<file path="src/rtl/game_pkg.sv">
// Shared game definitions: FSM state encoding and score width, also used by the recorder.
package game_pkg;

   typedef enum logic [1:0] {
      IDLE  = 2'd0,
      RUN   = 2'd1,
      PAUSE = 2'd2,
      OVER  = 2'd3
   } state_t;

   localparam int unsigned SEC_W       = 10;
   localparam int unsigned MAX_SEC_DEF = 999;

   function automatic logic sec_at_max(input logic [SEC_W-1:0] s, input int unsigned max_sec);
      return s >= SEC_W'(max_sec);
   endfunction

endpackage

</file>
<file path="src/rtl/sec_tick_gen.sv">
// Prescaler dividing clk down to one wrap pulse per counted second while enabled.
module sec_tick_gen #(
   parameter int unsigned TICKS_PER_SEC = 25_000_000
) (
   input  logic clk,
   input  logic rst,
   input  logic en,
   input  logic clr,
   output logic wrap
);

   localparam int unsigned CNT_W = (TICKS_PER_SEC > 1) ? $clog2(TICKS_PER_SEC) : 1;
   localparam logic [CNT_W-1:0] LAST = CNT_W'(TICKS_PER_SEC - 1);

   logic [CNT_W-1:0] cnt_q, cnt_d;

   assign wrap = en && (cnt_q == LAST);

   always_comb begin
      cnt_d = cnt_q;
      if (clr || wrap) begin
         cnt_d = '0;
      end else if (en) begin
         cnt_d = cnt_q + CNT_W'(1);
      end
   end

   always_ff @(posedge clk) begin
      if (rst) begin
         cnt_q <= '0;
      end else begin
         cnt_q <= cnt_d;
      end
   end

endmodule

</file>
<file path="src/rtl/survival_timer.sv">
// Game FSM and saturating seconds counter feeding the score display and end-of-game recorder.
module survival_timer
   import game_pkg::*;
#(
   parameter int unsigned TICKS_PER_SEC = 25_000_000,
   parameter int unsigned MAX_SEC       = MAX_SEC_DEF
) (
   input  logic             clk,
   input  logic             rst,
   input  logic             start,
   input  logic             pause,
   input  logic             collide,
   output logic [SEC_W-1:0] sec,
   output logic             lose,
   output logic             game_over,
   output logic             running,
   output logic             tick
);

   state_t           state_q, state_d;
   logic [SEC_W-1:0] sec_q, sec_d;
   logic             lose_q, lose_d;
   logic             game_over_q, game_over_d;
   logic             running_q, running_d;
   logic             tick_q, tick_d;

   logic             cnt_en;
   logic             cnt_clr;
   logic             wrap;

   // Collide and pause both stall the prescaler so a coincident wrap never scores.
   assign cnt_en  = (state_q == RUN) && !pause && !collide;
   assign cnt_clr = ((state_q == IDLE) || (state_q == OVER)) && start;

   sec_tick_gen #(
      .TICKS_PER_SEC (TICKS_PER_SEC)
   ) u_sec_tick_gen (
      .clk  (clk),
      .rst  (rst),
      .en   (cnt_en),
      .clr  (cnt_clr),
      .wrap (wrap)
   );

   always_comb begin
      state_d = state_q;
      sec_d   = sec_q;
      lose_d  = 1'b0;
      tick_d  = 1'b0;
      unique case (state_q)
         IDLE, OVER: begin
            if (start) begin
               state_d = RUN;
               sec_d   = '0;
            end
         end
         RUN: begin
            if (collide) begin
               state_d = OVER;
               lose_d  = 1'b1;
            end else if (pause) begin
               state_d = PAUSE;
            end else if (wrap && !sec_at_max(sec_q, MAX_SEC)) begin
               sec_d  = sec_q + SEC_W'(1);
               tick_d = 1'b1;
            end
         end
         PAUSE: begin
            if (!pause) begin
               state_d = RUN;
            end
         end
         default: begin
            state_d = IDLE;
         end
      endcase
      running_d   = (state_d == RUN);
      game_over_d = (state_d == OVER);
   end

   always_ff @(posedge clk) begin
      if (rst) begin
         state_q     <= IDLE;
         sec_q       <= '0;
         lose_q      <= 1'b0;
         game_over_q <= 1'b0;
         running_q   <= 1'b0;
         tick_q      <= 1'b0;
      end else begin
         state_q     <= state_d;
         sec_q       <= sec_d;
         lose_q      <= lose_d;
         game_over_q <= game_over_d;
         running_q   <= running_d;
         tick_q      <= tick_d;
      end
   end

   assign sec       = sec_q;
   assign lose      = lose_q;
   assign game_over = game_over_q;
   assign running   = running_q;
   assign tick      = tick_q;

endmodule
</file>
<file path="config.mk">
export PLATFORM = sky130hd
export DESIGN_NAME = survival_timer
export DESIGN_NICKNAME = d
export VERILOG_FILES = /design/src/rtl/game_pkg.sv /design/src/rtl/sec_tick_gen.sv /design/src/rtl/survival_timer.sv
export SDC_FILE = /design/constraint.sdc
export NUM_CORES = 1
export LEC_CHECK = 0
export ABC_AREA = 0
export CORE_ASPECT_RATIO = 1.1
export CORE_MARGIN = 2
export CORE_UTILIZATION = 50
export DETAILED_ROUTE_END_ITERATION = 8
export PLACE_DENSITY = 0.72
export SYNTH_ARGS = -nofsm -noshare
export SYNTH_HDL_FRONTEND = slang
export SYNTH_HIERARCHICAL = 1
export SYNTH_SLANG_ARGS = --single-unit
</file>
<file path="constraint.sdc">
create_clock -name clk -period 3.6 [get_ports clk]
set_clock_uncertainty 0.15 [all_clocks]
set_input_delay 0.36 -clock clk [delete_from_list [all_inputs] [get_ports clk]]
set_output_delay 0.36 -clock clk [all_outputs]
set_load 0.005 [all_outputs]
</file>
== After elaboration in Yosys (flattened, before gate mapping) ==
Index checks and enable logic that the tools add are counted.
Word-level totals
  bits in writable memories: 0
  logic and storage cells: 50
  memories kept: 0
  latch bits: 0
  output and inout port bits: 14
  ROM bits: 0
  bits of input ports: 5
  register bits after elaboration: 41
Operators by class
  div/mod/pow operators: 0
  reduce and logical (&&, ||, !) cells: 17
  magnitude comparators: 1
  add/subtract/negate cells: 2
  $mul: 0
  shift-type cells: 0
  eq/ne operators: 10
  muxes and demuxes: 12
  bitwise gates (word level): 1
Operators by type and width (count)
  $mux 10: 4
  $add 25x1->25 const B: 1
  $eq 25x25->1 const B: 1
  $pmux 10 s2: 1
  $add 10x1->10 const B: 1
  $ge 10x10->1 const B: 1
  $mux 2: 4
  $eq 2x2->1 const B: 3
  $ne 2x2->1 const B: 3
  $pmux 2 s3: 1
  $reduce_or 2->1: 3
  $logic_and 1x1->1: 5
  $reduce_and 5->1: 1
  $eq 2x1->1 const B: 2
  $reduce_or 4->1: 1
  $logic_not 1->1: 3
  $logic_not 2->1: 1
  $logic_or 1x1->1: 2
  $mux 1: 2
  $ne 2x1->1 const B: 1
  $reduce_bool 2->1: 1
  $not 1->1: 1

== Longest topological paths before layout ==
  depth after elaboration: 9
  mapped depth: 13
  depth with buffers taken out: 11

== Hierarchy ==
Netlist, hierarchy kept.
Modules (own cells, without submodules)
  sec_tick_gen: seq. area each 500.5 sq um, area each 1189.9 sq um, instances 1, cells an instance 138
  survival_timer: seq. area each 320.3 sq um, area each 808.3 sq um, instances 1, cells an instance 93

== Worst setup path after synthesis ==
No wires, ideal clock.
  path kind: register to register
  start: register state_q[1]
  end: register sec_q[8] (netlist: sec[8])
  arrival time: 3177 ps
  setup slack: 201 ps
  buffers on the path: 2
  setup time: 72 ps
  required time: 3378 ps
  period minus slack after synthesis: 3399 ps
  stages on the path, launching flop included: 14
  cell sequence: dfxtp_1 inv_1 ha_1 clkbuf_1 nor3b_1 buf_2 and4_2 nand4_1 nor2_1 or3b_4 a2111oi_4 nand2_2 or3_1 a21oi_1
On the way
  longest elaborated chain between the ends: 7
  elaborated cells on any way between the ends: 15
  those cells by class: eq/ne (6); mux (1); reduce/logical (8)
Ends and longest elaborated chain
  start: declaration: RTL line survival_timer.sv:20  | state_t state_q, state_d;
  start signal: assignment: RTL line survival_timer.sv:90  | state_q <= state_d;
  $eq 2x1->1: RTL line survival_timer.sv:32  | assign cnt_en = (state_q == RUN) && !pause && !collide;
  $logic_and 1x1->1 (2 in series): RTL line survival_timer.sv:32
  net cnt_en: RTL line survival_timer.sv:27  | logic cnt_en;
  $logic_and 1x1->1: RTL line sec_tick_gen.sv:17  | assign wrap = en && (cnt_q == LAST);
  net wrap: RTL line survival_timer.sv:29  | logic wrap;
  $logic_and 1x1->1: RTL line survival_timer.sv:63  | end else if (wrap && !sec_at_max(sec_q, MAX_SEC)) begin
  $ne 2x1->1 (no line)
  $reduce_and 5->1 (no line)
  end signal: assignment: RTL line survival_timer.sv:84  | sec_q <= '0;
  end signal: assignment: RTL line survival_timer.sv:91  | sec_q <= sec_d;
  end: declaration: RTL line survival_timer.sv:21  | logic [SEC_W-1:0] sec_q, sec_d;
The timed path passes the listed nets, and every way through them passes these cells.
A chain may end at the register's enable or synchronous reset.

== Final worst setup path ==
Same ends and word-level chain as after synthesis.

==> metrics.md <==
| Metric | Value |
|---|---|
| Status | completed |
| Crit path largest cell delay | 500 ps |
| Post-synth ARST share | 0 |
| Total gr overflow | 0 |
| Post-route ant nets | 0 |
| Met1 Track Usage GR | 0.236 |
| YS warnings | 6 |
| Critical path type | flip-flop to flip-flop |
| Synthesized area | 2000 sq um |
| Row count | 24 |
| Slew @ Worst Pin | 668 ps |
| Vias | 1689 |
| Die H | 70.3 microns |
| Worst-path clk slew | 70 ps |
| Final wirelength | 3880 microns |
| Tcrit/Tclk final | 0.880 |
| Peak VDD IR | 0.192 mV |
| Clock sink count | 41 |
| Antenna violations before repair | 0 |
| Cell Pwr Density | 365 nW/um^2 |
| Buffer depth of the longest clock path | 2 |
| Layout area overhead | 16.8% |
| CP startpoint kind | flip-flop |
| Final hold violation count | 0 |
| DPL Wire Length | 2790 microns |
| Port buffer count | 18 |
| Pins Over Slew Limit | 0 |
| Inserted Diodes | 0 |
| Number of hold buffers added after cts | 0 |
| DRT Pass-1 Iters | 4 |
| Hold Path Class | flip-flop to flip-flop |
| Maximum fanout along the worst path | 5 |
| Num CTS Buffers | 5 |
| Critical-path cell list | inv_1 > ha_1 > nor3b_1 > and4_2 > nand4_1 > nor2_1 > or3b_4 > a2111oi_4 > nand2_2 > or3_1 > a21oi_1 |
| Critical Path RT | 3670 ps |
| Critical path buffer and inverter count | 1 |
| Synthesized area per cell | 8.65 sq um |
| Syn_nets | 240 |
| Final min period | 3170 ps |
| GRT Overall Usage | 0.189 |
| Number of synthesized flops with an enable pin | 0 |
| Root buf cell | clkbuf_8 |
| Leakage | 0.759 nW |
| Cts repair resizes | 0 |
| Post-CTS Setup Bufs | 0 |
| Final setup TNS | 0 ps |
| Fillers | 358 |
| Yosys reg bits | 41 |
| Starting Density | 0.512 |
| Clock latency at the later pin of the worst-skew pair | 290 ps |
| Cells after DPL | 299 |
| Layout cells sized above 1 | 0.0787 |
| Largest family of logic cells by synthesized area | simple AND/OR/NAND/NOR gates |
| Number of global-route vias before repair | 1544 |
| H-tree Lvls | 2 |
| Top FF cell, synth | dfxtp_1 |
| Slowest cell on the critical path | a2111oi_4 |
| Mapped Cells | 231 |
| Mux contribution to synthesized area | 0.00501 |
| Slew HR | 0.554 |
| Wire per inst | 12.7 microns |
| Max-Cap Viols | 0 |
| Simple-gate area share of the yosys netlist | 0.313 |
| Seq/Total Area, Yosys | 0.411 |
| Final Non-Filler Cells | 306 |
| Largest net degree at the start of global routing | 20 |
| Die area | 4520 sq um |
| CTS tree | built |
| GRT busiest layer | met2 |
| DRC | 0 |
| GR Layer Usage met2 | 0.314 |
| First-pass GRT wire length | 6750 microns |
| Family with the most delay on the worst path | simple AND/OR/NAND/NOR gates |
| I/O pin total | 19 |
| Most common cell after layout, fill and taps aside | dfxtp_1 |
| Final nets | 263 |
| Synth Area in Compound Gates | 0.138 |
| Placer Congestion | 0.867 |
| Die width | 64.3 microns |
| Via density | 5.52 |
| Reg-to-reg slack, setup | 430 ps |
| Yosys cell types | 42 |
| Met3 usage | 0.0483 |
| RSZ-0062 raised after global routing | false |
| DRT iter0 DRCs | 124 |
| Critical Path Sink Type | flip-flop |
| Max frequency | 316 MHz |
| Post-Synth Adder-Cell Area | 0.0250 |
| Area of the core | 3900 sq um |
| Commonest non-fill, non-tap cells in the layout | dfxtp_1 (41), nor2_1 (24), a21oi_1 (19), clkdlybuf4s50_1 (18), nand3_1 (14) |
| CP arrival | 3240 ps |
| Total chip power | 0.000853 W |
| Post-Synth XOR/XNOR Area | 0.0745 |
| Setup violations, final | 0 |
[cell usage after synthesis, types with 5 or more instances]
library cell  number  share of area
a21oi_1           19          0.048
o31ai_1            6          0.023
xnor2_1            6          0.026
inv_1              8          0.015
or4_1              6          0.023
nand4_1           13          0.041
nand3_1           14          0.035
nand2_1           12          0.023
nor2_1            24          0.045
o21ai_0           11          0.028
and3_1             5          0.016
or3_1              7          0.022
xor2_1            11          0.048
dfxtp_1           41           0.41
[area by class of cell]
| class | instances | area, sq um | area share |
|---|---|---|---|
| Multi-Input combinational cell | 175 | 1110 | 0.476 |
| Sequential cell | 41 | 821 | 0.352 |
| Timing Repair Buffer | 23 | 218 | 0.0932 |
| Clock buffer | 6 | 82.6 | 0.0354 |
| Tap cell | 52 | 65.1 | 0.0279 |
| Inverter | 8 | 30.0 | 0.0129 |
| Clock inverter | 1 | 7.51 | 0.00322 |
[path summary, 6_finish.rpt]
kind,startpoint,endpoint,depth (start not counted)
setup reg to reg,state_q[1],sec[8],11
setup / recovery,state_q[1],sec[8],11
hold reg to reg,u_sec_tick_gen/cnt_q[24],u_sec_tick_gen/cnt_q[24],2
hold / removal,u_sec_tick_gen/cnt_q[24],u_sec_tick_gen/cnt_q[24],2
[cell families after synthesis]
| kind of cell | Yosys count |
|---|---|
| AND/OR/NAND/NOR | 109 |
| AO/OA/AOI/OAI | 44 |
| flip-flops | 41 |
| XOR/XNOR | 17 |
| buffers and inverters | 15 |
| adder cells (fa/ha/maj) | 4 |
| multiplexers | 1 |
[routing by layer]
metal | wire (microns) | vias to the layer above
met1 | 1910 | 763
met2 | 1800 | 27
li1 | - | 895
met4 | 51 | 0
met5 | 0 | -
met3 | 124 | 4
[through the flow]
step	area, sq um	hold slack (ps)	setup WS [ps]	utilization
floorplan	2000	279	201	-
global placement	2240	321	236	0.575
detailed placement	2240	329	180	0.575
CTS	2330	340	403	0.598
global route	2330	357	154	0.598
finish	2330	338	432	0.598
[worst register-to-register path: stages, from the launching register on]
cell and delay [ps]:
dfxtp_1 330, inv_1 80, ha_1 150, nor3b_1 300
and4_2 300, nand4_1 120, nor2_1 180, or3b_4 420
a2111oi_4 500, nand2_2 100, or3_1 350, a21oi_1 140
[power breakdown]
group          switching [W]  internal (W)
clock               0.000151      0.000151
combinational      0.0000493     0.0000358
sequential        0.00000436      0.000460
total               0.000205      0.000647
[flip-flops by register name, indices dropped and copies added (netlist names)]
name	flops
running	1
state_q	2
u_sec_tick_gen/cnt_q	25
tick	1
sec	10
game_over	1
lose	1
Power figures use the tool's default switching activity.
